`src/rtl/load_fetch_exec.sv`:
```
// rtl/load_fetch_exec.sv - sequential lw-only executor over a shared word RAM
// Fetches from PC_START, loads data words into a 32x32 register file, and exposes it for debug.
module load_fetch_exec #(
  parameter int W        = 32,
  parameter int AW       = 4,
  parameter int PC_START = 8
) (
  input  logic          clk,
  input  logic          rst,
  input  logic          start,
  output logic [AW-1:0] ram_addr,
  input  logic [W-1:0]  ram_data,
  input  logic [4:0]    reg_sel,
  output logic [W-1:0]  reg_out,
  output logic          busy,
  output logic          done,
  output logic          err,
  output logic [AW:0]   instr_count
);

  typedef enum logic [2:0] {
    S_IDLE   = 3'd0,
    S_FETCH  = 3'd1,
    S_DECODE = 3'd2,
    S_LOAD   = 3'd3,
    S_DONE   = 3'd4
  } state_t;

  localparam logic [AW-1:0] PC_INIT = AW'(PC_START);
  localparam logic [AW-1:0] PC_LAST = '1;
  localparam logic [6:0]    OP_LOAD = 7'b0000011;
  localparam logic [2:0]    F3_LW   = 3'b010;

  state_t          state_q, state_d;
  logic [AW-1:0]   pc_q, pc_d;
  logic [W-1:0]    ir_q, ir_d;
  logic [AW-1:0]   ea_q, ea_d;
  logic            busy_q, busy_d;
  logic            done_q, done_d;
  logic            err_q, err_d;
  logic [AW:0]     cnt_q, cnt_d;
  logic [W-1:0]    rf_q [0:31];

  logic [6:0]      opcode;
  logic [4:0]      rd;
  logic [2:0]      funct3;
  logic [4:0]      rs1;
  logic [W-1:0]    imm;
  logic [W-1:0]    rs1_val;
  logic [W-1:0]    ea_sum;
  logic            ea_oob;
  logic            rf_we;

  assign opcode  = ir_q[6:0];
  assign rd      = ir_q[11:7];
  assign funct3  = ir_q[14:12];
  assign rs1     = ir_q[19:15];
  assign imm     = {{(W-12){ir_q[31]}}, ir_q[31:20]};
  assign rs1_val = (rs1 == 5'd0) ? '0 : rf_q[rs1];
  assign ea_sum  = rs1_val + imm;
  // Any bit above the RAM address range, including sign bits of a negative sum, is out of range.
  assign ea_oob  = |ea_sum[W-1:AW];

  always_comb begin
    state_d = state_q;
    pc_d    = pc_q;
    ir_d    = ir_q;
    ea_d    = ea_q;
    busy_d  = busy_q;
    done_d  = done_q;
    err_d   = err_q;
    cnt_d   = cnt_q;
    rf_we   = 1'b0;
    case (state_q)
      S_IDLE, S_DONE: begin
        if (start) begin
          pc_d    = PC_INIT;
          err_d   = 1'b0;
          cnt_d   = '0;
          done_d  = 1'b0;
          busy_d  = 1'b1;
          state_d = S_FETCH;
        end
      end
      S_FETCH: begin
        ir_d    = ram_data;
        state_d = S_DECODE;
      end
      S_DECODE: begin
        if (ir_q == '0) begin
          busy_d  = 1'b0;
          done_d  = 1'b1;
          state_d = S_DONE;
        end else if (opcode == OP_LOAD && funct3 == F3_LW) begin
          ea_d = ea_sum[AW-1:0];
          if (ea_oob) begin
            err_d   = 1'b1;
            busy_d  = 1'b0;
            done_d  = 1'b1;
            state_d = S_DONE;
          end else begin
            state_d = S_LOAD;
          end
        end else begin
          err_d   = 1'b1;
          busy_d  = 1'b0;
          done_d  = 1'b1;
          state_d = S_DONE;
        end
      end
      S_LOAD: begin
        rf_we = (rd != 5'd0);
        cnt_d = cnt_q + 1'b1;
        // The last RAM word ends the run rather than wrapping the PC.
        if (pc_q == PC_LAST) begin
          busy_d  = 1'b0;
          done_d  = 1'b1;
          state_d = S_DONE;
        end else begin
          pc_d    = pc_q + 1'b1;
          state_d = S_FETCH;
        end
      end
      default: begin
        busy_d  = 1'b0;
        done_d  = 1'b0;
        state_d = S_IDLE;
      end
    endcase
  end

  always_ff @(posedge clk or posedge rst) begin
    if (rst) begin
      state_q <= S_IDLE;
      pc_q    <= PC_INIT;
      ir_q    <= '0;
      ea_q    <= '0;
      busy_q  <= 1'b0;
      done_q  <= 1'b0;
      err_q   <= 1'b0;
      cnt_q   <= '0;
      for (int i = 0; i < 32; i++) begin
        rf_q[i] <= '0;
      end
    end else begin
      state_q <= state_d;
      pc_q    <= pc_d;
      ir_q    <= ir_d;
      ea_q    <= ea_d;
      busy_q  <= busy_d;
      done_q  <= done_d;
      err_q   <= err_d;
      cnt_q   <= cnt_d;
      if (rf_we) begin
        rf_q[rd] <= ram_data;
      end
    end
  end

  assign ram_addr    = (state_q == S_LOAD) ? ea_q : pc_q;
  assign reg_out     = (reg_sel == 5'd0) ? '0 : rf_q[reg_sel];
  assign busy        = busy_q;
  assign done        = done_q;
  assign err         = err_q;
  assign instr_count = cnt_q;

endmodule

```
`config.mk`:
```
export PLATFORM = sky130hd
export DESIGN_NAME = load_fetch_exec
export DESIGN_NICKNAME = d
export VERILOG_FILES = /design/src/rtl/load_fetch_exec.sv
export SDC_FILE = /design/constraint.sdc
export NUM_CORES = 2
export LEC_CHECK = 0
export CORE_ASPECT_RATIO = 1.4
export CORE_MARGIN = 3
export CORE_UTILIZATION = 57
export CTS_BUF_LIST = sky130_fd_sc_hd__clkbuf_16
export CTS_CLUSTER_SIZE = 28
export DETAILED_ROUTE_END_ITERATION = 8
export GPL_ROUTABILITY_DRIVEN = 0
export HOLD_SLACK_MARGIN = 0.08
export MAX_ROUTING_LAYER = met4
export PLACE_DENSITY = 0.82
export SLEW_MARGIN = 20
export SYNTH_ARGS = -nofsm -noshare
export SYNTH_HDL_FRONTEND = slang
export SYNTH_SLANG_ARGS = --single-unit
```
`constraint.sdc`:
```
create_clock -name clk -period 40.7 [get_ports clk]
set_input_delay 12.21 -clock clk [delete_from_list [all_inputs] [get_ports clk]]
set_output_delay 12.21 -clock clk [all_outputs]
set_load 0.02 [all_outputs]
```
==> qor.txt <==
Cell variety after synth - 70
Cell Rows - 138
Clk_lat worst skew - 720 ps
Worst slew margin - 24.4%
Core Box Area - 0.101 mm^2
Async SR Flop Fraction - 100%
Most frequent cells in the layout - 1,070 x dfrtp_1, 1,030 x mux2_2, 561 x mux4_2
Router iterations before antenna repair - 8
Synth top area cells - dfrtp_1 46%, mux4_2 22%, mux2_2 20%
Synthesized area - 0.0582 mm^2
Crit path DAT - 16,600 ps
Post-synthesis xor/xnor area fraction - 0.299%
EDFF count, synth - 0
Worst-path clk slew - 70 ps
Leak - 26.9 nW
Post-Syn Nets - 4,001
Worst-Margin Slew - 1130 ps
Antenna violations before repair - 4
Critical path startpoint category - primary input
Simple-Gate Fraction of Synth Area - 2.80%
DIE AREA - 0.106 mm^2
Gr ovfl total - 0
VDD IR max - 53.1 uV
Final hold vios - 0
Fin Setup TNS - 0 ps
Die Span Y - 384 um
First-pass GRT wire length - 244,000 um
Syn-to-layout area delta - 8.62%
Clock sinks - 1,075
DIE WIDTH - 276 um
Status - completed
H-tree levels - 3
Most common cell after layout, fill and taps aside - dfrtp_1
Setup CP Type - in2out
Post-layout util - 62.4%
Routed wire length - 161,000 um
Fin crit share - 70.8%
Share of cells above drive strength 1 - 49.2%
Skew final - 37.0 ps
Largest net degree at the start of global routing - 167
Via count - 36,892
Post_cts resized - 0
Max-slew violation total from the final report - 0
MaxCap Viol Count - 0
Starting Density - 57.5%
Synth Area in Adders - 0.744%
RSZ-0062 raised after global routing - no
Port bufs - 83
Tot GR Track Use - 32.1%
Synthesized flop and latch total - 1,075
Post-layout min period - 28,810 ps
Largest family of logic cells by synthesized area - multiplexers
Max Root-Sink Buffers - 3
Setup bufs post-CTS - 0
Setup crit end kind - primary output
Worst min path class - reg2reg
Synth top area share - 46.2%
IO Count - 84
Required time worst endpoint - 28,490 ps
Pwr Density - 73.9 mW/mm^2
Setup violators final - 0
Placement Cell Area - 0.0599 mm^2
Post-place setup slack - 11,750 ps
Most used DFF post-synth - dfrtp_1
Vias in the first global route - 38,725
CP Max Fanout - 117
Syn_area_per_cell - 14.8 um^2
Post-synthesis compound-gate area fraction - 2.95%
Cts hold-fix bufs - 0
Final net count - 3,845
Fmax - 34.7 MHz
Post-synthesis sequential area ratio - 46.3%
Post-route cell area - 0.0632 mm^2
Total power - 4.67 mW
Avg WL per Cell - 31.1 um
CTS root buf - clkbuf_16
# DRC - 0
CTS tree - done
DRT antenna net count - 0
Final WS setup - 11,890 ps
Yosys Warn Count - 0
DPL Wire Length - 95,500 um
Post-synthesis mux area share - 44.1%
Cell count after synthesis - 3,927
Area leader, netlist - dfrtp_1
Cts bufs inserted - 101
Vias per cell - 7.12
Initial DRC Count - 3,659
## cells in the mapped netlist, drive strengths merged (4+ instances only)
| cell | count |
|---|---|
| ha | 33 |
| mux2i | 137 |
| xnor2 | 12 |
| a21oi | 101 |
| buf | 122 |
| clkbuf | 297 |
| nand2 | 87 |
| nand3 | 11 |
| and3 | 5 |
| o211ai | 11 |
| o221ai | 26 |
| nand2b | 4 |
| a31oi | 4 |
| mux4 | 563 |
| and2 | 5 |
| xor2 | 7 |
| o22ai | 25 |
| nand4 | 19 |
| mux2 | 1030 |
| nor2 | 156 |
| or3 | 4 |
| nor3 | 38 |
| o21a | 7 |
| dfrtp | 1074 |
| a21o | 7 |
| o21ai | 66 |
| a211oi | 7 |
| or2 | 6 |
| inv | 12 |
| a21boi | 4 |
| nor4 | 11 |
## flip-flops by register name (all words and copies together) (netlist names)
signal,cells
err,1
rf_q,1024
done,1
pc_q,4
busy,1
ir_q,32
state_q,3
ea_q,4
instr_count,5
## layout make-up
class | instances | area [um^2]
clock inverters | 76 | 728
clock buffers | 105 | 2630
fillers | 7150 | 38000
flip-flops and latches | 1075 | 26900
repair buffers | 160 | 1400
multi-input cells | 2420 | 29800
well taps | 1330 | 1660
diodes | 5 | 12.5
inverters | 13 | 52.6
## where the power goes
group / switching (mW) / total, mW / internal [mW]
registers: 0.310 / 1.71 / 1.40
clock network: 0.421 / 0.970 / 0.549
logic: 0.957 / 1.99 / 1.03
## per-stage QoR
| stage | cells | hold WS [ps] |
|---|---|---|
| floorplan | 3927 | 441 |
| global placement | 4996 | 376 |
| global route | 5183 | 407 |
| detailed placement | 4997 | 382 |
| CTS | 5178 | 397 |
| finish | 5184 | 395 |
## cells by family (layout without fill, tap and decap cells)
logic type | Yosys count | after routing
adders and majority gates | 34 | 34
DFF | 1075 | 1075
muxes | 1730 | 1730
AOI/OAI and AO/OA | 279 | 279
buffers and inverters | 432 | 354
and+or+nand+nor | 358 | 358
xor gates and xnor gates | 19 | 19
other | 0 | 5
## worst paths after layout
path | slack, ps | from | to | depth (start not counted)
worst max-delay path | 11890 | reg_sel[0] | reg_out[1] | 8
worst min-delay path | 400 | rf_q[1017]$_DFFE_PP0P_ | rf_q[1017]$_DFFE_PP0P_ | 0
worst max register to register | 32780 | ir_q[15]$_DFFE_PP0P_ | done$_DFFE_PP0P_ | 17
worst min register to register | 400 | rf_q[1017]$_DFFE_PP0P_ | rf_q[1017]$_DFFE_PP0P_ | 0
max in group asynchronous | 24720 | rst | rf_q[632]$_DFFE_PP0P_ | 6
min in group asynchronous | 12000 | rst | rf_q[770]$_DFFE_PP0P_ | 2
## metal layers
layer,up-vias,GRT usage (%),part of all wire (%)
met2,1808,50.6,49
li1,14811,-,-
met5,-,-,0
met1,19656,37.8,35
met4,0,20.7,7.8
met3,617,6.16,7.9
## worst max-delay path, stage by stage
cell and delay (ps):
buf_8 530, buf_4 720, buf_12 720, mux4_2 610, mux4_2 500, mux2i_1 510, nor2_1 90, clkdlybuf4s50_1 560
(Power assumes the default switching activity.)
